==> config.mk <==
export PLATFORM = sky130hd
export DESIGN_NAME = add_arbiter_flat
export DESIGN_NICKNAME = d
export VERILOG_FILES = /design/src/rtl/add_arbiter_if.sv /design/src/rtl/add_arbiter.sv /design/src/flat_wrapper.sv
export SDC_FILE = /design/constraint.sdc
export NUM_CORES = 1
export LEC_CHECK = 0
export CORE_MARGIN = 8
export CORE_UTILIZATION = 30
export DETAILED_ROUTE_END_ITERATION = 8
export SLEW_MARGIN = 0
export SYNTH_ARGS = -nofsm -noshare
export SYNTH_HDL_FRONTEND = slang
export SYNTH_SLANG_ARGS = --single-unit
==> constraint.sdc <==
create_clock -name clk -period 4.8 [get_ports clk]
set_input_delay 0.96 -clock clk [delete_from_list [all_inputs] [get_ports clk]]
set_output_delay 0.96 -clock clk [all_outputs]
set_load 0.005 [all_outputs]
==> src/rtl/add_arbiter_if.sv <==
// Two-requester add/subtract bus: request side, shared response side and the saturation counter.
// Handshake: an operation transfers on a cycle where req_valid[i] && req_ready[i]; a result
// transfers on a cycle where rsp_valid[i] && rsp_ready[i]. Valid never waits on ready.
interface add_arbiter_if #(
  parameter int DATA_WIDTH = 16
);
  logic [1:0]              req_valid;
  logic [1:0]              req_ready;
  logic [2*DATA_WIDTH-1:0] req_a;
  logic [2*DATA_WIDTH-1:0] req_b;
  logic [1:0]              req_sub;
  logic [1:0]              rsp_valid;
  logic [1:0]              rsp_ready;
  logic [DATA_WIDTH-1:0]   rsp_sum;
  logic                    rsp_ovf;
  logic                    rsp_unf;
  logic [15:0]             sat_count;

  modport master (
    output req_valid, req_a, req_b, req_sub, rsp_ready,
    input  req_ready, rsp_valid, rsp_sum, rsp_ovf, rsp_unf, sat_count
  );

  modport slave (
    input  req_valid, req_a, req_b, req_sub, rsp_ready,
    output req_ready, rsp_valid, rsp_sum, rsp_ovf, rsp_unf, sat_count
  );
endinterface

==> src/rtl/add_arbiter.sv <==
// Round-robin arbiter in front of a single signed adder/subtractor with optional saturation.
// One operation is owned from acceptance until its result is taken (IDLE -> CALC -> RESP).
module add_arbiter #(
  parameter int DATA_WIDTH = 16,
  parameter int FIXED_PNT  = 8,
  parameter int SATURATE   = 1
) (
  input  logic         clk,
  input  logic         rst,
  add_arbiter_if.slave bus,
  output logic [1:0]   o_dbg_state
);

  localparam int W = DATA_WIDTH;
  localparam logic [W-1:0] MAX_VAL = {1'b0, {(W-1){1'b1}}};
  localparam logic [W-1:0] MIN_VAL = {1'b1, {(W-1){1'b0}}};

  if (FIXED_PNT < 0 || FIXED_PNT > DATA_WIDTH) begin : g_bad_fixed_pnt
    $error("add_arbiter: FIXED_PNT must lie within 0..DATA_WIDTH");
  end

  typedef enum logic [1:0] {
    S_IDLE = 2'd0,
    S_CALC = 2'd1,
    S_RESP = 2'd2
  } state_t;

  state_t         r_state;
  state_t         w_next;
  logic           r_last_grant;
  logic           r_grant;
  logic [W-1:0]   r_a;
  logic [W-1:0]   r_b;
  logic           r_sub;
  logic [W-1:0]   r_sum;
  logic           r_ovf;
  logic           r_unf;
  logic [15:0]    r_sat_count;

  logic           w_gnt;
  logic           w_accept;
  logic [1:0]     w_req_ready;
  logic [1:0]     w_rsp_valid;
  logic           w_release;
  logic [W:0]     w_a_ext;
  logic [W:0]     w_b_ext;
  logic [W:0]     w_full;
  logic           w_ovf;
  logic           w_unf;
  logic [W-1:0]   w_sum;

  // With both requesting, the one not served last wins; a lone requester always wins.
  always_comb begin
    w_gnt = 1'b0;
    case (bus.req_valid)
      2'b01:   w_gnt = 1'b0;
      2'b10:   w_gnt = 1'b1;
      2'b11:   w_gnt = ~r_last_grant;
      default: w_gnt = 1'b0;
    endcase
  end

  always_comb begin
    w_next      = r_state;
    w_accept    = 1'b0;
    w_req_ready = 2'b00;
    w_rsp_valid = 2'b00;
    w_release   = 1'b0;
    case (r_state)
      S_IDLE: begin
        if (|bus.req_valid && !rst) begin
          w_accept    = 1'b1;
          w_req_ready = w_gnt ? 2'b10 : 2'b01;
          w_next      = S_CALC;
        end
      end
      S_CALC: w_next = S_RESP;
      S_RESP: begin
        w_rsp_valid = r_grant ? 2'b10 : 2'b01;
        if (bus.rsp_ready[r_grant]) begin
          w_release = 1'b1;
          w_next    = S_IDLE;
        end
      end
      default: w_next = S_IDLE;
    endcase
  end

  // One extra bit of headroom holds the exact sum/difference of two W-bit signed operands.
  always_comb begin
    w_a_ext = {r_a[W-1], r_a};
    w_b_ext = {r_b[W-1], r_b};
    w_full  = r_sub ? (w_a_ext - w_b_ext) : (w_a_ext + w_b_ext);
    w_ovf   = ~w_full[W] &  w_full[W-1];
    w_unf   =  w_full[W] & ~w_full[W-1];
    w_sum   = w_full[W-1:0];
    if (SATURATE != 0) begin
      if (w_ovf)      w_sum = MAX_VAL;
      else if (w_unf) w_sum = MIN_VAL;
    end
  end

  always_ff @(posedge clk) begin
    if (rst) begin
      r_state      <= S_IDLE;
      r_last_grant <= 1'b1;
      r_grant      <= 1'b0;
      r_a          <= '0;
      r_b          <= '0;
      r_sub        <= 1'b0;
      r_sum        <= '0;
      r_ovf        <= 1'b0;
      r_unf        <= 1'b0;
      r_sat_count  <= 16'd0;
    end else begin
      r_state <= w_next;
      if (w_accept) begin
        r_grant <= w_gnt;
        r_a     <= w_gnt ? bus.req_a[2*W-1:W] : bus.req_a[W-1:0];
        r_b     <= w_gnt ? bus.req_b[2*W-1:W] : bus.req_b[W-1:0];
        r_sub   <= w_gnt ? bus.req_sub[1] : bus.req_sub[0];
      end
      if (r_state == S_CALC) begin
        r_sum <= w_sum;
        r_ovf <= w_ovf;
        r_unf <= w_unf;
        if (w_ovf || w_unf) r_sat_count <= r_sat_count + 16'd1;
      end
      if (w_release) r_last_grant <= r_grant;
    end
  end

  assign bus.req_ready = w_req_ready;
  assign bus.rsp_valid = w_rsp_valid;
  assign bus.rsp_sum   = r_sum;
  assign bus.rsp_ovf   = r_ovf;
  assign bus.rsp_unf   = r_unf;
  assign bus.sat_count = r_sat_count;
  assign o_dbg_state   = r_state;

endmodule

==> src/flat_wrapper.sv <==
// flat-port wrapper written by rule: the top's interface ports become plain ports
module add_arbiter_flat 
#(
  parameter int DATA_WIDTH = 16,
  parameter int FIXED_PNT  = 8,
  parameter int SATURATE   = 1
)
  (clk, rst, o_dbg_state, bus_req_valid, bus_req_a, bus_req_b, bus_req_sub, bus_rsp_ready, bus_req_ready, bus_rsp_valid, bus_rsp_sum, bus_rsp_ovf, bus_rsp_unf, bus_sat_count);
  add_arbiter_if #(.DATA_WIDTH(DATA_WIDTH)) bus_i ();
  input  logic clk;
  input  logic rst;
  output logic [1:0] o_dbg_state;
  input wire logic [$bits(bus_i.req_valid)-1:0] bus_req_valid;
  input wire logic [$bits(bus_i.req_a)-1:0] bus_req_a;
  input wire logic [$bits(bus_i.req_b)-1:0] bus_req_b;
  input wire logic [$bits(bus_i.req_sub)-1:0] bus_req_sub;
  input wire logic [$bits(bus_i.rsp_ready)-1:0] bus_rsp_ready;
  output wire logic [$bits(bus_i.req_ready)-1:0] bus_req_ready;
  output wire logic [$bits(bus_i.rsp_valid)-1:0] bus_rsp_valid;
  output wire logic [$bits(bus_i.rsp_sum)-1:0] bus_rsp_sum;
  output wire logic [$bits(bus_i.rsp_ovf)-1:0] bus_rsp_ovf;
  output wire logic [$bits(bus_i.rsp_unf)-1:0] bus_rsp_unf;
  output wire logic [$bits(bus_i.sat_count)-1:0] bus_sat_count;
  assign bus_i.req_valid = bus_req_valid;
  assign bus_i.req_a = bus_req_a;
  assign bus_i.req_b = bus_req_b;
  assign bus_i.req_sub = bus_req_sub;
  assign bus_i.rsp_ready = bus_rsp_ready;
  assign bus_req_ready = bus_i.req_ready;
  assign bus_rsp_valid = bus_i.rsp_valid;
  assign bus_rsp_sum = bus_i.rsp_sum;
  assign bus_rsp_ovf = bus_i.rsp_ovf;
  assign bus_rsp_unf = bus_i.rsp_unf;
  assign bus_sat_count = bus_i.sat_count;
  add_arbiter #(.DATA_WIDTH(DATA_WIDTH), .FIXED_PNT(FIXED_PNT), .SATURATE(SATURATE)) u_core (.clk(clk), .rst(rst), .bus(bus_i), .o_dbg_state(o_dbg_state));
endmodule
==> summary.md <==
| Metric | Value |
|---|---|
| Die Area | 17600 um^2 |
| Placed insts | 757 |
| Post-synthesis adder-cell area fraction | 6.92% |
| Largest net degree at the start of global routing | 73 |
| Clk_lat worst skew | 330 ps |
| Path type of the worst min-delay path | reg -> reg |
| Number of antenna diodes | 0 |
| DR vias | 3764 |
| Worst hold margin | 463 ps |
| Wire per inst | 14.7 um |
| Crit path time final | 4470 ps |
| Yosys reg bits | 71 |
| Synth top area share | 34.8% |
| Number of enable flip-flop cells after synthesis | 0 |
| Max VDD drop | 0.203 mV |
| Power Density | 384 nW/um^2 |
| CTS sink cnt | 71 |
| 1st-pass router iterations | 4 |
| RSZ-0062 raised after global routing | no |
| TritonCTS clock tree | built |
| Port bufs | 111 |
| Compound-Gate Fraction of Synth Area | 19.4% |
| Mux cell area share after synthesis | 8.61% |
| Status | finished clean |
| HPWL Detailed | 9030 um |
| Slew Viols, Final | 0 |
| Leakage | 2.19 nW |
| Max-slew headroom | 50.7% |
| Placer Congestion | 0.816 |
| Setup TNS | 0 ps |
| Synth top area cells | dfxtp_1 35%, mux2i_1 8.3%, nor2_1 7.4%, a211oi_1 7.2%, ha_1 6.4% |
| Post-synthesis simple-gate area fraction | 18.3% |
| Crit Path Class | reg -> reg |
| Clock Tree Root | clkbuf_16 |
| Hold_buf cts | 0 |
| Vias per inst | 4.84 |
| Num rows | 42 |
| Fin Clk Skew | 4.00 ps |
| Highest Clock Rate | 223 MHz |
| Num CTS Buffers | 9 |
| Clock Power Share | 32.0% |
| Largest family of logic cells by synthesized area | compound AO/OA/AOI/OAI gates |
| GR Util All Layers | 12.6% |
| Setup-failing EPs final | 0 |
| Final wirelength | 11400 um |
| First-pass GRT wire length | 18500 um |
| Max Cap Viol | 0 |
| Finished Layout Cells | 777 |
| Residual DRC | 0 |
| Post-synth top cells | 81 x nor2_1, 71 x dfxtp_1, 39 x a211oi_1 |
| Share of cells above drive strength 1 | 8.65% |
| Top Ports | 112 |
| Critical Path RT | 5060 ps |
| Area Growth Syn to Fin | 42.2% |
| Sw Ratio | 32.3% |
| CP arrival | 4740 ps |
| Top-count cell post-synth | nor2_1 |
| Post-synthesis async set-or-reset flop share | 0% |
| Reg clk slew, reported paths | 60 ps |
| Seq/Total Area, Yosys | 34.8% |
| Clk buf depth | 2 |
| Core Region | 13300 um^2 |
| Fin crit share | 93.2% |
| Initial drt markers | 199 |
| Syn Nets | 580 |
| Prevailing post-synth register cell | dfxtp_1 |
| Post-synth top area cell | dfxtp_1 |
| CP endpoint kind | register |
| Crit Path Max Fanout | 6 |
| Count of mapped cells out of synthesis | 486 |
| Nets | 690 |
| Initial Utilization | 30.7% |
| XOR/XNOR Fraction of Synth Area | 8.36% |
| Post-Syn Area per Cell | 8.40 um^2 |
| Crit start category | register |
| Synth cell types | 46 |
| Die extent in x | 133 um |
| Overflow after GRT | 0 |
| Combinational Power Share | 36.7% |
| Syn Std Cell Area | 4080 um^2 |
| Seq pwr share | 31.3% |
| H-Tree Depth | 3 |
| Vias in the first global route | 3805 |
| YS warnings | 0 |
| Switch Pwr | 721 uW |
| Final hold vios | 0 |
| Die Y | 133 um |
| Tightest Pin Transition | 739 ps |
| Antenna violations before repair | 0 |
| Post-route ant nets | 0 |
| Int Power | 1.51 mW |
-- worst paths after layout --
| check | from | end | slack [ps] | depth (start not counted) |
|---|---|---|---|---|
| min reg2reg | u_core.bus.rsp_unf$_SDFFE_PP0P_ | u_core.bus.rsp_unf$_SDFFE_PP0P_ | 460 | 2 |
| min | u_core.bus.rsp_unf$_SDFFE_PP0P_ | u_core.bus.rsp_unf$_SDFFE_PP0P_ | 460 | 2 |
| max reg2reg | u_core.r_b[2]$_SDFFE_PP0P_ | u_core.bus.sat_count[15]$_SDFFE_PP0P_ | 330 | 20 |
| max | u_core.r_b[2]$_SDFFE_PP0P_ | u_core.bus.sat_count[15]$_SDFFE_PP0P_ | 330 | 20 |
-- layer usage --
metal / global-route usage [%] / vias up / share of wire [%]
li1: - / 1954 / -
met1: 15.6 / 1710 / 48
met2: 21.0 / 89 / 46
met3: 3.10 / 11 / 4.8
met4: 4.29 / 0 / 1.3
met5: 0 / - / 0
-- power groups by stage --
| stage | sequential, mW | clock [mW] | combinational [mW] |
|---|---|---|---|
| final | 0.699 | 0.714 | 0.820 |
| after global routing | 0.706 | 0.760 | 0.912 |
| after CTS | 0.699 | 0.735 | 0.784 |
| after detailed placement | 0.712 | 0 | 0.777 |
| after global placement | 0.709 | 0 | 0.777 |
| after floorplan | 0.696 | 0 | 0.525 |
-- metrics by stage --
step / power, mW / setup slack [ps] / utilization (%) / cell area (um^2)
detailed placement: 1.49 / 94.7 / 40.6 / 5400
floorplan: 1.22 / 243 / - / 4080
finish: 2.23 / 325 / 43.7 / 5810
global placement: 1.49 / 188 / 40.6 / 5400
CTS: 2.22 / 20.8 / 43.0 / 5720
global route: 2.38 / 14.1 / 43.7 / 5810
-- layout make-up --
cell class                      count  area (um^2)
Clock buffer                        9          225
Clock inverter                      7         95.1
Fill cell                        1332         7490
Inverter                           13         48.8
Multi-Input combinational cell    376         2590
Sequential cell                    71         1420
Tap cell                          176          220
Timing Repair Buffer              125         1210
-- registers in the layout, indices dropped and copies added (netlist names) --
name,cells
u_core.bus.rsp_unf,1
u_core.bus.rsp_sum,16
u_core.bus.sat_count,16
u_core.r_sub,1
u_core.r_a,16
u_core.r_grant,1
u_core.r_last_grant,1
u_core.o_dbg_state,2
u_core.bus.rsp_ovf,1
u_core.r_b,16
-- critical path, stage by stage (launching register included) --
cell	delay [ps]
dfxtp_1	360
or4_4	560
nor4_2	150
buf_4	170
a21oi_1	70
xnor2_1	130
ha_1	380
and2_4	210
o41ai_2	330
nand3b_1	180
a21oi_2	160
o21ba_2	140
xnor2_1	150
inv_1	130
ha_4	240
nor2b_2	120
nand4_1	140
nor2_2	150
nand3_2	130
or3_1	360
a21oi_2	150
-- cell families (layout without fill, tap and decap cells) --
group / after synthesis / count (layout)
compound gates: 121 / 121
xor+xnor: 39 / 39
fa+ha+maj: 22 / 22
buf+inv: 39 / 154
flops: 71 / 71
mux: 35 / 35
simple gates: 159 / 159
-- cells in the final DEF, fill, tap and decap left out, types with 20 or more instances in the layout --
cell type        count
nor2_1              79
mux2i_1             34
ha_1                20
a21oi_1             30
clkdlybuf4s50_1    110
a211oi_1            39
o21ai_0             21
xnor2_1             25
dfxtp_1             71
nand2_1             20
-- timing repair --
action / 4_1_cts / 5_1_grt
resized for setup: 0 / 13
endpoints found under the setup margin: 0 / 11
setup buffers: 0 / 4
Note: power is estimated with default switching activity, not from simulation.
